===== src/rtl/demux_1xn_stream_if.sv =====
// Stream bundle for demux_1xn_stream.
// Carries the single input stream (valid/ready, data, select, broadcast), the
// N per-channel output streams (valid/ready, flattened data) and the drop
// status (saturating drop counter, sticky error flag).
// master: producer/consumer side (the bench). slave: the demultiplexer.
interface demux_1xn_stream_if #(
    parameter int unsigned WIDTH = 4,
    parameter int unsigned N     = 4,
    parameter int unsigned SEL_W = 2,
    parameter int unsigned CNT_W = 8
);
    logic                 in_valid;
    logic                 in_ready;
    logic [WIDTH-1:0]     in_data;
    logic [SEL_W-1:0]     in_sel;
    logic                 in_bcast;
    logic [N-1:0]         out_valid;
    logic [N-1:0]         out_ready;
    logic [N*WIDTH-1:0]   out_data;
    logic [CNT_W-1:0]     drop_cnt;
    logic                 err;

    modport master (
        output in_valid, in_data, in_sel, in_bcast, out_ready,
        input  in_ready, out_valid, out_data, drop_cnt, err
    );

    modport slave (
        input  in_valid, in_data, in_sel, in_bcast, out_ready,
        output in_ready, out_valid, out_data, drop_cnt, err
    );
endinterface


===== src/rtl/demux_1xn_stream.sv =====
// Registered 1-to-N stream demultiplexer with a single-entry hold buffer.
// An accepted beat is held until every targeted channel has handshaked it;
// broadcast beats drain channel by channel. Beats whose select is out of
// range are consumed and dropped, bumping a saturating counter and a sticky
// error flag.
// Ports:
//   clk  - rising-edge clock
//   rst  - asynchronous active-high reset
//   bus  - stream bundle (slave side): in_valid/in_ready/in_data/in_sel/
//          in_bcast, out_valid[N]/out_ready[N]/out_data[N*WIDTH],
//          drop_cnt[CNT_W], err
module demux_1xn_stream #(
    parameter int unsigned WIDTH = 4,
    parameter int unsigned N     = 4,
    parameter int unsigned SEL_W = 2,
    parameter int unsigned CNT_W = 8
) (
    input  logic                clk,
    input  logic                rst,
    demux_1xn_stream_if.slave   bus
);

    logic [WIDTH-1:0] hold_data;
    logic [N-1:0]     hold_mask;
    logic [CNT_W-1:0] drop_cnt_q;
    logic             err_q;

    logic             in_ready_c;
    logic             in_fire;
    logic             sel_ok;
    logic [N-1:0]     sel_onehot;

    // Ready when nothing pending stays pending past this edge.
    assign in_ready_c   = ((hold_mask & ~bus.out_ready) == '0);
    assign bus.in_ready = in_ready_c;
    assign in_fire      = bus.in_valid & in_ready_c;
    assign sel_ok       = (32'(bus.in_sel) < N);

    // One-hot decode of the select; all zeros when out of range.
    always_comb begin
        sel_onehot = '0;
        for (int i = 0; i < int'(N); i++) begin
            sel_onehot[i] = (32'(bus.in_sel) == 32'(i));
        end
    end

    // Hold buffer, drop counter and error flag.
    always_ff @(posedge clk or posedge rst) begin
        if (rst) begin
            hold_data  <= '0;
            hold_mask  <= '0;
            drop_cnt_q <= '0;
            err_q      <= 1'b0;
        end else begin
            if (in_fire && bus.in_bcast) begin
                hold_data <= bus.in_data;
                hold_mask <= '1;
            end else if (in_fire && sel_ok) begin
                hold_data <= bus.in_data;
                hold_mask <= sel_onehot;
            end else begin
                // Covers idle, partial drains and a drop racing a drain
                // (acceptance implies every pending bit drains here).
                hold_mask <= hold_mask & ~bus.out_ready;
                if (in_fire) begin
                    err_q <= 1'b1;
                    if (drop_cnt_q != '1) begin
                        drop_cnt_q <= drop_cnt_q + CNT_W'(1);
                    end
                end
            end
        end
    end

    assign bus.out_valid = hold_mask;
    assign bus.drop_cnt  = drop_cnt_q;
    assign bus.err       = err_q;

    // Non-targeted slices read zero so stale data is never visible.
    for (genvar g = 0; g < int'(N); g++) begin : g_out
        assign bus.out_data[g*WIDTH +: WIDTH] = hold_mask[g] ? hold_data : '0;
    end

endmodule


===== src/flat_wrapper.sv =====
// flat-port wrapper written by rule: the top's interface ports become plain ports
module demux_1xn_stream_flat 
#(
    parameter int unsigned WIDTH = 4,
    parameter int unsigned N     = 4,
    parameter int unsigned SEL_W = 2,
    parameter int unsigned CNT_W = 8
)
  (clk, rst, bus_in_valid, bus_in_data, bus_in_sel, bus_in_bcast, bus_out_ready, bus_in_ready, bus_out_valid, bus_out_data, bus_drop_cnt, bus_err);
  demux_1xn_stream_if #(.WIDTH(WIDTH), .N(N), .SEL_W(SEL_W), .CNT_W(CNT_W)) bus_i ();
  input  logic clk;
  input  logic rst;
  input wire logic [$bits(bus_i.in_valid)-1:0] bus_in_valid;
  input wire logic [$bits(bus_i.in_data)-1:0] bus_in_data;
  input wire logic [$bits(bus_i.in_sel)-1:0] bus_in_sel;
  input wire logic [$bits(bus_i.in_bcast)-1:0] bus_in_bcast;
  input wire logic [$bits(bus_i.out_ready)-1:0] bus_out_ready;
  output wire logic [$bits(bus_i.in_ready)-1:0] bus_in_ready;
  output wire logic [$bits(bus_i.out_valid)-1:0] bus_out_valid;
  output wire logic [$bits(bus_i.out_data)-1:0] bus_out_data;
  output wire logic [$bits(bus_i.drop_cnt)-1:0] bus_drop_cnt;
  output wire logic [$bits(bus_i.err)-1:0] bus_err;
  assign bus_i.in_valid = bus_in_valid;
  assign bus_i.in_data = bus_in_data;
  assign bus_i.in_sel = bus_in_sel;
  assign bus_i.in_bcast = bus_in_bcast;
  assign bus_i.out_ready = bus_out_ready;
  assign bus_in_ready = bus_i.in_ready;
  assign bus_out_valid = bus_i.out_valid;
  assign bus_out_data = bus_i.out_data;
  assign bus_drop_cnt = bus_i.drop_cnt;
  assign bus_err = bus_i.err;
  demux_1xn_stream #(.WIDTH(WIDTH), .N(N), .SEL_W(SEL_W), .CNT_W(CNT_W)) u_core (.clk(clk), .rst(rst), .bus(bus_i));
endmodule

===== config.mk =====
export PLATFORM = sky130hd
export DESIGN_NAME = demux_1xn_stream_flat
export DESIGN_NICKNAME = d
export VERILOG_FILES = /design/src/rtl/demux_1xn_stream_if.sv /design/src/rtl/demux_1xn_stream.sv /design/src/flat_wrapper.sv
export SDC_FILE = /design/constraint.sdc
export NUM_CORES = 1
export LEC_CHECK = 0
export ABC_AREA = 1
export CAP_MARGIN = 20
export CORE_UTILIZATION = 30
export DETAILED_ROUTE_END_ITERATION = 8
export PLACE_DENSITY = 0.74
export SETUP_SLACK_MARGIN = 0.1
export SLEW_MARGIN = 30
export SYNTH_ARGS = -nofsm -noshare
export SYNTH_HDL_FRONTEND = slang
export SYNTH_SLANG_ARGS = --single-unit

===== constraint.sdc =====
create_clock -name clk -period 1.03 [get_ports clk]
set_input_delay 0.103 -clock clk [delete_from_list [all_inputs] [get_ports clk]]
set_output_delay 0.103 -clock clk [all_outputs]
set_load 0.05 [all_outputs]

### Word level (Yosys, flattened, before mapping)

Cells that the tools add are included.

* register bits: 8
* latch bits: 0
* memory bits (writable): 0
* ROM bits: 0
* input bits: 14
* output and inout port bits: 30
* logic and storage cells: 20
* memories kept: 0

* add/subtract/negate cells: 0
* $mul: 0
* div/mod/pow operators: 0
* order comparisons: 0
* equality and inequality tests: 3
* shift operators: 0
* mux-type cells: 8
* bitwise operators: 3
* reductions and logical operators: 4

Operator list (count)
* 4-bit two-way mux: 8
* 4-bit AND: 1
* 2-bit == test, second input constant: 2
* 4-bit zero test: 1
* 4-bit NOT: 1
* 2-bit by 1-bit == test with 1-bit output, second input constant: 1
* 2-bit zero test: 1
* 2-bit nonzero test: 1
* 1-bit AND: 1
* 1-bit logical AND: 1

### Longest topological paths before layout

Gate-level depths: netlist of the first run.

* depth in word-level cells: 6
* depth in mapped cells: 7
* mapped depth without buffers: 7

### Least setup slack after synthesis of the first run

Ideal clock, no wire load.

* path kind: reg2reg
* start point: register u_core.hold_mask[1], in the netlist u_core.bus.out_valid[1]
* end point: register u_core.hold_data[0]
* library setup time: 0.117 ns
* arrival time: 1.330 ns
* required time: 0.913 ns
* setup slack: -0.417 ns
* stages on the path, launching flop included: 7
* buffers on the path: 0
* clock period less this slack: 1.447 ns
* path through: dfrtp_1 > nand2_2 > nand2_2 > nor2_8 > nand2_4 > nand2_1 > nand2_1

* cells in the longest elaborated chain, start to end: 5
* elaborated cells between the ends (all ways): 6
* those cells by class: 1 x mux; 2 x bitwise; 3 x reduce/logical

RTL lines
* start: declaration: RTL line demux_1xn_stream.sv:24 `logic [N-1:0] hold_mask;`
* start signal: assignment: RTL line demux_1xn_stream.sv:60 `hold_mask <= sel_onehot;`
* start signal: assignment: RTL line demux_1xn_stream.sv:64 `hold_mask <= hold_mask & ~bus.out_ready;`
* 4-bit AND (*): RTL line demux_1xn_stream.sv:34 `assign in_ready_c = ((hold_mask & ~bus.out_ready) == '0);`
* 4-bit zero test (*): RTL line demux_1xn_stream.sv:34
* via bus_in_ready: RTL line flat_wrapper.sv:18 `output wire logic [$bits(bus_i.in_ready)-1:0] bus_in_ready;`
* 1-bit AND (*): RTL line demux_1xn_stream.sv:36 `assign in_fire = bus.in_valid & in_ready_c;`
* 1-bit logical AND: RTL line demux_1xn_stream.sv:55 `if (in_fire && bus.in_bcast) begin`
* 4-bit two-way mux or 2-bit nonzero test (tied branches)
* end signal: assignment: RTL line demux_1xn_stream.sv:56 `hold_data <= bus.in_data;`
* end signal: assignment: RTL line demux_1xn_stream.sv:59 `hold_data <= bus.in_data;`
* end: declaration: RTL line demux_1xn_stream.sv:23 `logic [WIDTH-1:0] hold_data;`

Mark *: on every way through the listed nets, which the timed path passes. The rest lies on a longest branch.
A chain may end at the register's enable or synchronous reset.

### Worst setup path after layout of the first run

* start point: register u_core.hold_mask[0], in the netlist u_core.bus.out_valid[0]
* end point: output bus_in_ready

* cells in the longest elaborated chain, start to end: 2

RTL lines (RTL line)
* 4-bit AND: demux_1xn_stream.sv:34
* 4-bit zero test: demux_1xn_stream.sv:34
* end: declaration: flat_wrapper.sv:18

Every way passes these cells.

==> flow_metrics.env, run 1 <==
export IMPL_diodes=0
export IMPL_crit_chain="nand2_2, nand2_4, nor2_8, buf_12"
export IMPL_swShare_pct=50.5
export IMPL_p_switching_mw=1.83
export IMPL_maxCapViolCount=0
export IMPL_dp_hpwl_microns=1410
export IMPL_clock_sinks=8
export IMPL_grt_overflow=0
export IMPL_p_clk_share_pct=7.9
export IMPL_first_pass_iters=4
export IMPL_max_vdd_ir_drop_uv=1980
export IMPL_ios=44
export IMPL_path_max_fanout=3
export IMPL_p_leak_nw=0.777
export IMPL_track_usage_pct=27.7
export IMPL_drive_above_1_share_pct=68.8
export IMPL_cellPowerDensity_nw_per_um2=2260
export IMPL_initial_core_util_pct=33.5
export IMPL_seqPwrFrac_pct=19.0
export IMPL_clockRootBuffer="clkbuf_4"
export IMPL_arrival_ns=1.20
export IMPL_die_area_sq_um=2200
export IMPL_fmax_mhz=766
export IMPL_netlist_instances=90
export IMPL_final_area_sq_um=1610
export IMPL_vias=798
export IMPL_postRouteAntennaNets=0
export IMPL_worst_slack_ns=-0.275
export IMPL_wl_microns=2950
export IMPL_fin_crit_ns=1.30
export IMPL_finalPower_mw=3.63
export IMPL_syn_area_sq_um=604
export IMPL_cts_buffer_depth=2
export IMPL_grt_start_max_net_pins=9
export IMPL_grtUsageMet2_pct=47.8
export IMPL_place_area_sq_um=1280
export IMPL_power_frac_comb_pct=73.1
export IMPL_yosysUniqueCellTypes=14
export IMPL_grt_met1_usage_pct=31.6
export IMPL_die_y_microns=46.9
export IMPL_n_fill_cell=71
export IMPL_routedWlPerCell_microns=17.4
export IMPL_fin_util_pct=89.2
export IMPL_cts_tree="yes"
export IMPL_worstPathRequired_ns=0.93
export IMPL_path_clk_slew_ns=0.06
export IMPL_cts_buffers=3
export IMPL_portBuffers=34
export IMPL_grt_pass1_vias=803
export IMPL_synth_seq_cells=8
export IMPL_avgSynthCellArea_sq_um=6.71
export IMPL_worst_setup_path_end_kind="primary output"
export IMPL_hold_path_class="in2async"
export IMPL_hold_viol_final=0
export IMPL_drt_initial_drc_count=10
export IMPL_min_period_over_period_pct=127
export IMPL_synth_warning_count=0
export IMPL_met3_usage_pct=6.54
export IMPL_hold_buffers=0
export IMPL_finalSetupViolCount=29
export IMPL_dp_cells=156
export IMPL_dp_slack_ns=-0.272
export IMPL_clkLatencyLatePin_ns=0.27
export IMPL_finalSetupTns_ns=-6.56
export IMPL_status="finished, violations left"
export IMPL_slew_viol_final=0
export IMPL_drc_errors=0
export IMPL_cts_max_level=1
export IMPL_hold_slack_ns=0.113
export IMPL_setup_worst_path_class="reg2out"
export IMPL_area_delta_synth_final_pct=166
export IMPL_critical_path_top_delay_family="flip-flops"
export IMPL_violations="setup timing"
export IMPL_top_usage_layer="met2"
export IMPL_cp_slowest_cell="dfrtp_2"
export IMPL_fin_worst_skew_ns=0.00683
export IMPL_final_cell_mix="buf_12, nand2_4, clkinvlp_4"
export IMPL_seq_area_frac_synth_pct=33.1
export IMPL_internal_power_mw=1.79
export IMPL_gp_congestion=0.804
export IMPL_antenna_found_initial=0
export IMPL_rsz0062_at_grt="yes"
export IMPL_critPathBufInv=1
export IMPL_core_area_sq_um=1800
export IMPL_grt_pass1_wl_microns=3950
export IMPL_finalNonFillerCells=169
export IMPL_start_kind="register"
export IMPL_fin_nets=159
export IMPL_rows=15
export IMPL_final_common_cell="buf_12"
export IMPL_die_w_microns=46.9
export IMPL_worst_path_largest_cell_delay_ns=0.42
export IMPL_vias_per_cell=4.72
## synthesized netlist by cell type
library cell | number | share of area, %
a21oi_1 | 1 | 0.83
buf_2 | 1 | 0.83
buf_4 | 9 | 11
conb_1 | 1 | 0.62
dfrtp_1 | 8 | 33
inv_1 | 23 | 14
nand2_1 | 26 | 16
nand2_2 | 5 | 5.2
nand2_4 | 1 | 1.9
nand3_1 | 10 | 8.3
nand3_2 | 1 | 1.7
nor2_1 | 2 | 1.2
nor2_8 | 1 | 3.3
o21ai_2 | 1 | 1.4
## worst reg2reg max path: stages, from the launching register on
cell and delay [ns]:
dfrtp_2 0.42, nand2_2 0.11, nand2_4 0.08, nor2_8 0.16, buf_8 0.15, nand2_4 0.08, nand2_1 0.08, nand2_1 0.07
## repair_timing
action,CTS,global route
gates cloned,0,0
buffers inserted,7,2
gates resized for setup,42,12
endpoints found under the setup margin,29,29
pin swaps,4,0
## worst paths after layout
path	from	to	slack, ns	cells past startpoint
worst max-delay path	u_core.bus.out_valid[0]$_DFF_PP0_	bus_in_ready	-0.27	4
worst min-delay path	rst	u_core.bus.out_valid[3]$_DFF_PP0_	0.11	2
worst max register to register	u_core.bus.out_valid[0]$_DFF_PP0_	u_core.hold_data[1]$_DFFE_PP0P_	-0.25	7
worst min register to register	u_core.bus.out_valid[3]$_DFF_PP0_	u_core.bus.out_valid[3]$_DFF_PP0_	0.58	2
max in group asynchronous	rst	u_core.bus.out_valid[2]$_DFF_PP0_	0.64	2
min in group clk	bus_in_data[3]	u_core.hold_data[3]$_DFFE_PP0P_	0.42	3
## cell type report
cell class / count / area (sq um) / share of cell area [%]
tap: 25 / 31.3 / 1.95
sequential: 8 / 210 / 13.1
inverter: 23 / 146 / 9.11
clock buffer: 4 / 26.3 / 1.64
timing repair buffer: 52 / 744 / 46.3
multi-input combinational: 57 / 448 / 27.9
## kinds of logic after synthesis
family          Yosys count  share of synthesized area [%]
flops                     8                           33.1
simple gates             46                           37.7
compound gates            2                           2.28
other cells               1                          0.621
buf+inv                  33                           26.3
## state kept, by name (all words and copies together), names as in the netlist
register and count:
u_core.bus.out_valid 4, u_core.hold_data 4
## metal layers
metal  vias to the layer above  part of all wire, %
met4                         0                  2.8
li1                        351                    -
met1                       380                   38
met5                         -                    0
met2                        57                   50
met3                        10                  8.7
## power by group through the flow
stage | Clock, mW | Combinational (mW) | Sequential [mW]
final | 0.286 | 2.65 | 0.690
after global routing | 0.307 | 2.75 | 0.698
after CTS | 0.268 | 2.39 | 0.634
after detailed placement | 0 | 2.11 | 0.544
after global placement | 0 | 2.08 | 0.539
after floorplan | 0 | 0.998 | 0.652
Note: power is estimated with default switching activity, not from simulation.
==> inputs of run 2 (changes only) <==
- CORE_ASPECT_RATIO: not set -> 0.8
==> flow_metrics.env, run 2 (synthesized netlist as in run 1, its figures left out) <==
export IMPL_status="finished, violations left"
export IMPL_start_kind="register"
export IMPL_fin_crit_ns=1.29
export IMPL_portBuffers=34
export IMPL_ios=44
export IMPL_hold_slack_ns=0.0952
export IMPL_clockRootBuffer="clkbuf_4"
export IMPL_n_fill_cell=110
export IMPL_rsz0062_at_grt="yes"
export IMPL_fin_worst_skew_ns=0.00624
export IMPL_die_w_microns=52.2
export IMPL_diodes=0
export IMPL_max_vdd_ir_drop_uv=1470
export IMPL_violations="setup timing"
export IMPL_hold_buffers=0
export IMPL_antenna_found_initial=0
export IMPL_dp_slack_ns=-0.246
export IMPL_clock_sinks=8
export IMPL_fmax_mhz=774
export IMPL_grt_pass1_vias=722
export IMPL_dp_hpwl_microns=1360
export IMPL_grt_overflow=0
export IMPL_cellPowerDensity_nw_per_um2=2240
export IMPL_cts_max_level=1
export IMPL_maxCapViolCount=0
export IMPL_area_delta_synth_final_pct=148
export IMPL_finalSetupViolCount=29
export IMPL_grt_start_max_net_pins=9
export IMPL_dp_cells=155
export IMPL_wl_microns=2170
export IMPL_hold_path_class="in2async"
export IMPL_fin_nets=157
export IMPL_drive_above_1_share_pct=62.7
export IMPL_clkLatencyLatePin_ns=0.26
export IMPL_multi_input_area_sq_um=388
export IMPL_first_pass_iters=4
export IMPL_path_max_fanout=5
export IMPL_rows=14
export IMPL_worstPathRequired_ns=0.93
export IMPL_die_area_sq_um=2200
export IMPL_path_clk_slew_ns=0.06
export IMPL_postRouteAntennaNets=0
export IMPL_arrival_ns=1.19
export IMPL_drt_initial_drc_count=26
export IMPL_grt_pass1_wl_microns=3260
export IMPL_slew_viol_final=0
export IMPL_core_area_sq_um=1890
export IMPL_vias=735
export IMPL_p_leak_nw=0.711
export IMPL_routedWlPerCell_microns=13.0
export IMPL_initial_core_util_pct=31.9
export IMPL_track_usage_pct=21.5
export IMPL_fin_util_pct=79.4
export IMPL_cts_buffer_depth=2
export IMPL_finalNonFillerCells=166
export IMPL_min_period_over_period_pct=125
export IMPL_hold_viol_final=0
export IMPL_die_y_microns=42.1
export IMPL_vias_per_cell=4.43
export IMPL_setup_worst_path_class="reg2out"
export IMPL_cts_tree="yes"
export IMPL_cts_buffers=3
export IMPL_layout_area_seq_sq_um=209
export IMPL_gp_congestion=0.792
export IMPL_drc_errors=0
export IMPL_worst_slack_ns=-0.263
export IMPL_final_cell_mix="buf_12, clkinvlp_4, nand2_4"
export IMPL_worst_setup_path_end_kind="primary output"
export IMPL_final_common_cell="buf_12"
-- run 2: changes by cell type in the layout (fill, tap and decap cells not counted), moves of 2 or more --
cell	change
buf_12	-2
buf_4	-2
buf_6	+2
nand2_2	+3
nand2_4	-4
nand3_1	+6
nand3_2	-5
-- run 2: final timing paths --
check                      slack [ns]                                end                              start  cells after the start
min in group clk                 0.42    u_core.hold_data[2]$_DFFE_PP0P_                     bus_in_data[2]                      3
max reg2reg                     -0.18    u_core.hold_data[0]$_DFFE_PP0P_  u_core.bus.out_valid[1]$_DFF_PP0_                      7
min reg2reg                      0.57  u_core.bus.out_valid[3]$_DFF_PP0_  u_core.bus.out_valid[3]$_DFF_PP0_                      2
max                             -0.26                    bus_out_data[3]  u_core.bus.out_valid[0]$_DFF_PP0_                      4
min                               0.1    u_core.hold_data[3]$_DFFE_PP0P_                                rst                      2
max in group asynchronous        0.68    u_core.hold_data[2]$_DFFE_PP0P_                                rst                      2
-- run 2: worst max-delay path, cell delays in order (launching register included) --
cell and delay, ns:
dfrtp_2 0.41, buf_6 0.15, nand2_2 0.08, clkinvlp_4 0.12, buf_12 0.16
-- run 2: per-layer routing --
metal | global-route usage (%) | share of wire [%]
met1 | 23.9 | 41
met2 | 36.9 | 50
met3 | 2.54 | 5.3
met4 | 15.8 | 3.5
met5 | 0 | 0
-- run 2: metrics by stage --
step                area, sq um  power (mW)  setup TNS [ns]
CTS                        1460        3.21           -4.94
finish                     1500        3.36           -5.36
floorplan                   707        1.65           -2.18
detailed placement         1280        2.64           -1.99
global placement           1280        2.62           -1.74
global route               1500        3.49           -6.59
-- run 2: power breakdown --
| group | internal (mW) | switching [mW] |
|---|---|---|
| clock network | 0.149 | 0.114 |
| logic | 1.11 | 1.34 |
| registers | 0.423 | 0.223 |
| total | 1.68 | 1.67 |
-- run 2: area by class of cell --
type / instances / share of cell area [%]
Clock buffer: 4 / 1.75
Inverter: 23 / 9.75
Tap cell: 24 / 2.00
Timing Repair Buffer: 50 / 46.7
Multi-Input combinational cell: 57 / 25.8
Sequential cell: 8 / 13.9
-- run 2: repair_timing --
| item | 4_1_cts | 5_1_grt |
|---|---|---|
| setup buffers | 6 | 0 |
| cloned | 1 | 0 |
| resized for setup | 30 | 11 |
| endpoints found under the setup margin | 29 | 29 |
| endpoints found under the hold margin | 0 | 0 |
| pin swaps | 1 | 0 |
==> inputs of run 3 (changes only) <==
- CAP_MARGIN: 20 -> 25
- CORE_UTILIZATION: 30 -> 33
- CTS_CLUSTER_DIAMETER: not set -> 60
- PLACE_DENSITY: 0.74 -> 0.78
- clock period: 1.03 -> 1.24 ns (I/O delays scaled with it)
==> flow_metrics.env, run 3 (synthesized netlist as in run 1, its figures left out) <==
export IMPL_final_common_cell="buf_12"
export IMPL_p_leak_nw=0.752
export IMPL_finalNonFillerCells=160
export IMPL_cts_buffer_depth=2
export IMPL_cp_slowest_cell="dfrtp_2"
export IMPL_violations="setup timing"
export IMPL_r2r_setup_slack_ns=0.03
export IMPL_cts_max_level=1
export IMPL_wl_microns=1940
export IMPL_fmax_mhz=796
export IMPL_max_vdd_ir_drop_uv=1350
export IMPL_grt_pass1_wl_microns=2770
export IMPL_cp_depth=4
export IMPL_layout_area_seq_sq_um=206
export IMPL_critical_path_top_delay_family="flip-flops"
export IMPL_clockRootBuffer="clkbuf_4"
export IMPL_worst_path_largest_cell_delay_ns=0.44
export IMPL_multi_input_area_sq_um=348
export IMPL_vias_per_cell=4.33
export IMPL_fin_crit_ns=1.26
export IMPL_clkLatencyLatePin_ns=0.27
export IMPL_area_delta_synth_final_pct=124
export IMPL_crit_chain="nand2_4, nand2_4, nor2_8, buf_12"
export IMPL_postRouteAntennaNets=0
export IMPL_slew_viol_final=0
export IMPL_core_area_sq_um=1680
export IMPL_first_pass_iters=4
export IMPL_gp_congestion=0.857
export IMPL_reg2reg_depth=7
export IMPL_n_fill_cell=101
export IMPL_antenna_found_initial=0
export IMPL_track_usage_pct=19.5
export IMPL_grt_overflow=0
export IMPL_cp_common_cell="nand2_4"
export IMPL_cts_buffers=3
export IMPL_die_w_microns=49.8
export IMPL_finalPower_mw=2.55
export IMPL_grt_met1_usage_pct=20.9
export IMPL_diodes=0
export IMPL_fin_worst_skew_ns=0.0131
export IMPL_finalSetupViolCount=1
export IMPL_arrival_ns=1.13
export IMPL_ios=44
export IMPL_start_kind="register"
export IMPL_worstReg2RegStart="u_core.bus.out_valid[1]$_DFF_PP0_"
export IMPL_crit_reg2reg_capture="u_core.hold_data[3]$_DFFE_PP0P_"
export IMPL_grtUsageMet2_pct=38.9
export IMPL_die_y_microns=40.3
export IMPL_dp_hpwl_microns=1410
export IMPL_final_cell_mix="buf_12, nand2_1, clkdlybuf4s50_1"
export IMPL_min_period_over_period_pct=101
export IMPL_vias=693
export IMPL_fin_nets=153
export IMPL_critPathBufInv=1
export IMPL_drive_above_1_share_pct=55.8
export IMPL_worst_setup_path_end_kind="primary output"
export IMPL_grt_start_max_net_pins=10
export IMPL_path_clk_slew_ns=0.07
export IMPL_status="finished, violations left"
export IMPL_routedWlPerCell_microns=12.1
export IMPL_drc_errors=0
export IMPL_maxCapViolCount=0
export IMPL_cellPowerDensity_nw_per_um2=1880
export IMPL_initial_core_util_pct=36.1
export IMPL_finalSetupTns_ns=-0.0157
export IMPL_cts_tree="yes"
export IMPL_hold_path_class="in2async"
export IMPL_rows=13
export IMPL_portBuffers=34
export IMPL_clock_sinks=8
export IMPL_drt_initial_drc_count=16
export IMPL_worstPathRequired_ns=1.12
export IMPL_rsz0062_at_grt="yes"
export IMPL_top_usage_layer="met2"
export IMPL_met3_usage_pct=3.79
export IMPL_dp_cells=152
export IMPL_grt_pass1_vias=623
export IMPL_setup_worst_path_class="reg2out"
export IMPL_hold_viol_final=0
export IMPL_die_area_sq_um=2010
export IMPL_worst_slack_ns=-0.0157
export IMPL_path_max_fanout=2
## run 3: per-stage QoR
stage / util (%) / setup WS (ns) / hold WS (ns) / instance area [sq um]
after global routing: 80.9 / -0.0508 / 0.141 / 1360
after floorplan: - / -0.0733 / -0.0606 / 647
after global placement: 72.4 / -0.0379 / 0.378 / 1210
after CTS: 78.5 / 0.0119 / 0.125 / 1320
after detailed placement: 72.4 / -0.113 / 0.404 / 1210
final: 80.9 / -0.0157 / 0.108 / 1360
## run 3: timing repair
action | 4_1_cts | 5_1_grt
gates cloned | 0 | 0
buffers inserted | 4 | 0
setup endpoints to repair | 18 | 25
hold buffers | 0 | 0
resized for setup | 28 | 10
pin swaps | 4 | 1
## run 3: layout make-up
class | instances | area share (%)
Timing Repair Buffer | 46 | 48.4
Multi-Input combinational cell | 57 | 25.7
Sequential cell | 8 | 15.2
Inverter | 23 | 6.74
Tap cell | 22 | 2.03
Clock buffer | 4 | 1.94
## run 3: routing by layer
layer | share of wire [%] | wire, microns
met2 | 53 | 1030
met4 | 1.4 | 28
met1 | 38 | 726
met3 | 7.9 | 152
met5 | 0 | 0
## run 3: worst register-to-register path, cell delays in order (launching register included)
cell and delay [ns]:
dfrtp_2 0.44, nand2_4 0.09, nand2_4 0.06, nor2_8 0.13, buf_6 0.15, nand2_4 0.08, nand2_1 0.09, nand2_1 0.05
## run 3: worst max path at each step
stage | to | slack (ns) | startpoint
after floorplan | u_core.hold_data[0]$_DFFE_PP0P_ | -0.07 | u_core.bus.out_valid[2]$_DFF_PP0_
after global placement | u_core.hold_data[3]$_DFFE_PP0P_ | -0.04 | bus_out_ready[3]
after detailed placement | u_core.hold_data[1]$_DFFE_PP0P_ | -0.11 | bus_out_ready[3]
after CTS | bus_in_ready | 0.01 | u_core.bus.out_valid[1]$_DFF_PP0_
after global routing | bus_in_ready | -0.05 | u_core.bus.out_valid[0]$_DFF_PP0_
final | bus_in_ready | -0.02 | u_core.bus.out_valid[1]$_DFF_PP0_
## run 3: where the power goes
group | switching, mW | leakage, nW | internal, mW | total (mW)
Clock | 0.104 | 0.0150 | 0.124 | 0.228
Combinational | 1.01 | 0.643 | 0.820 | 1.83
Sequential | 0.138 | 0.0937 | 0.346 | 0.484
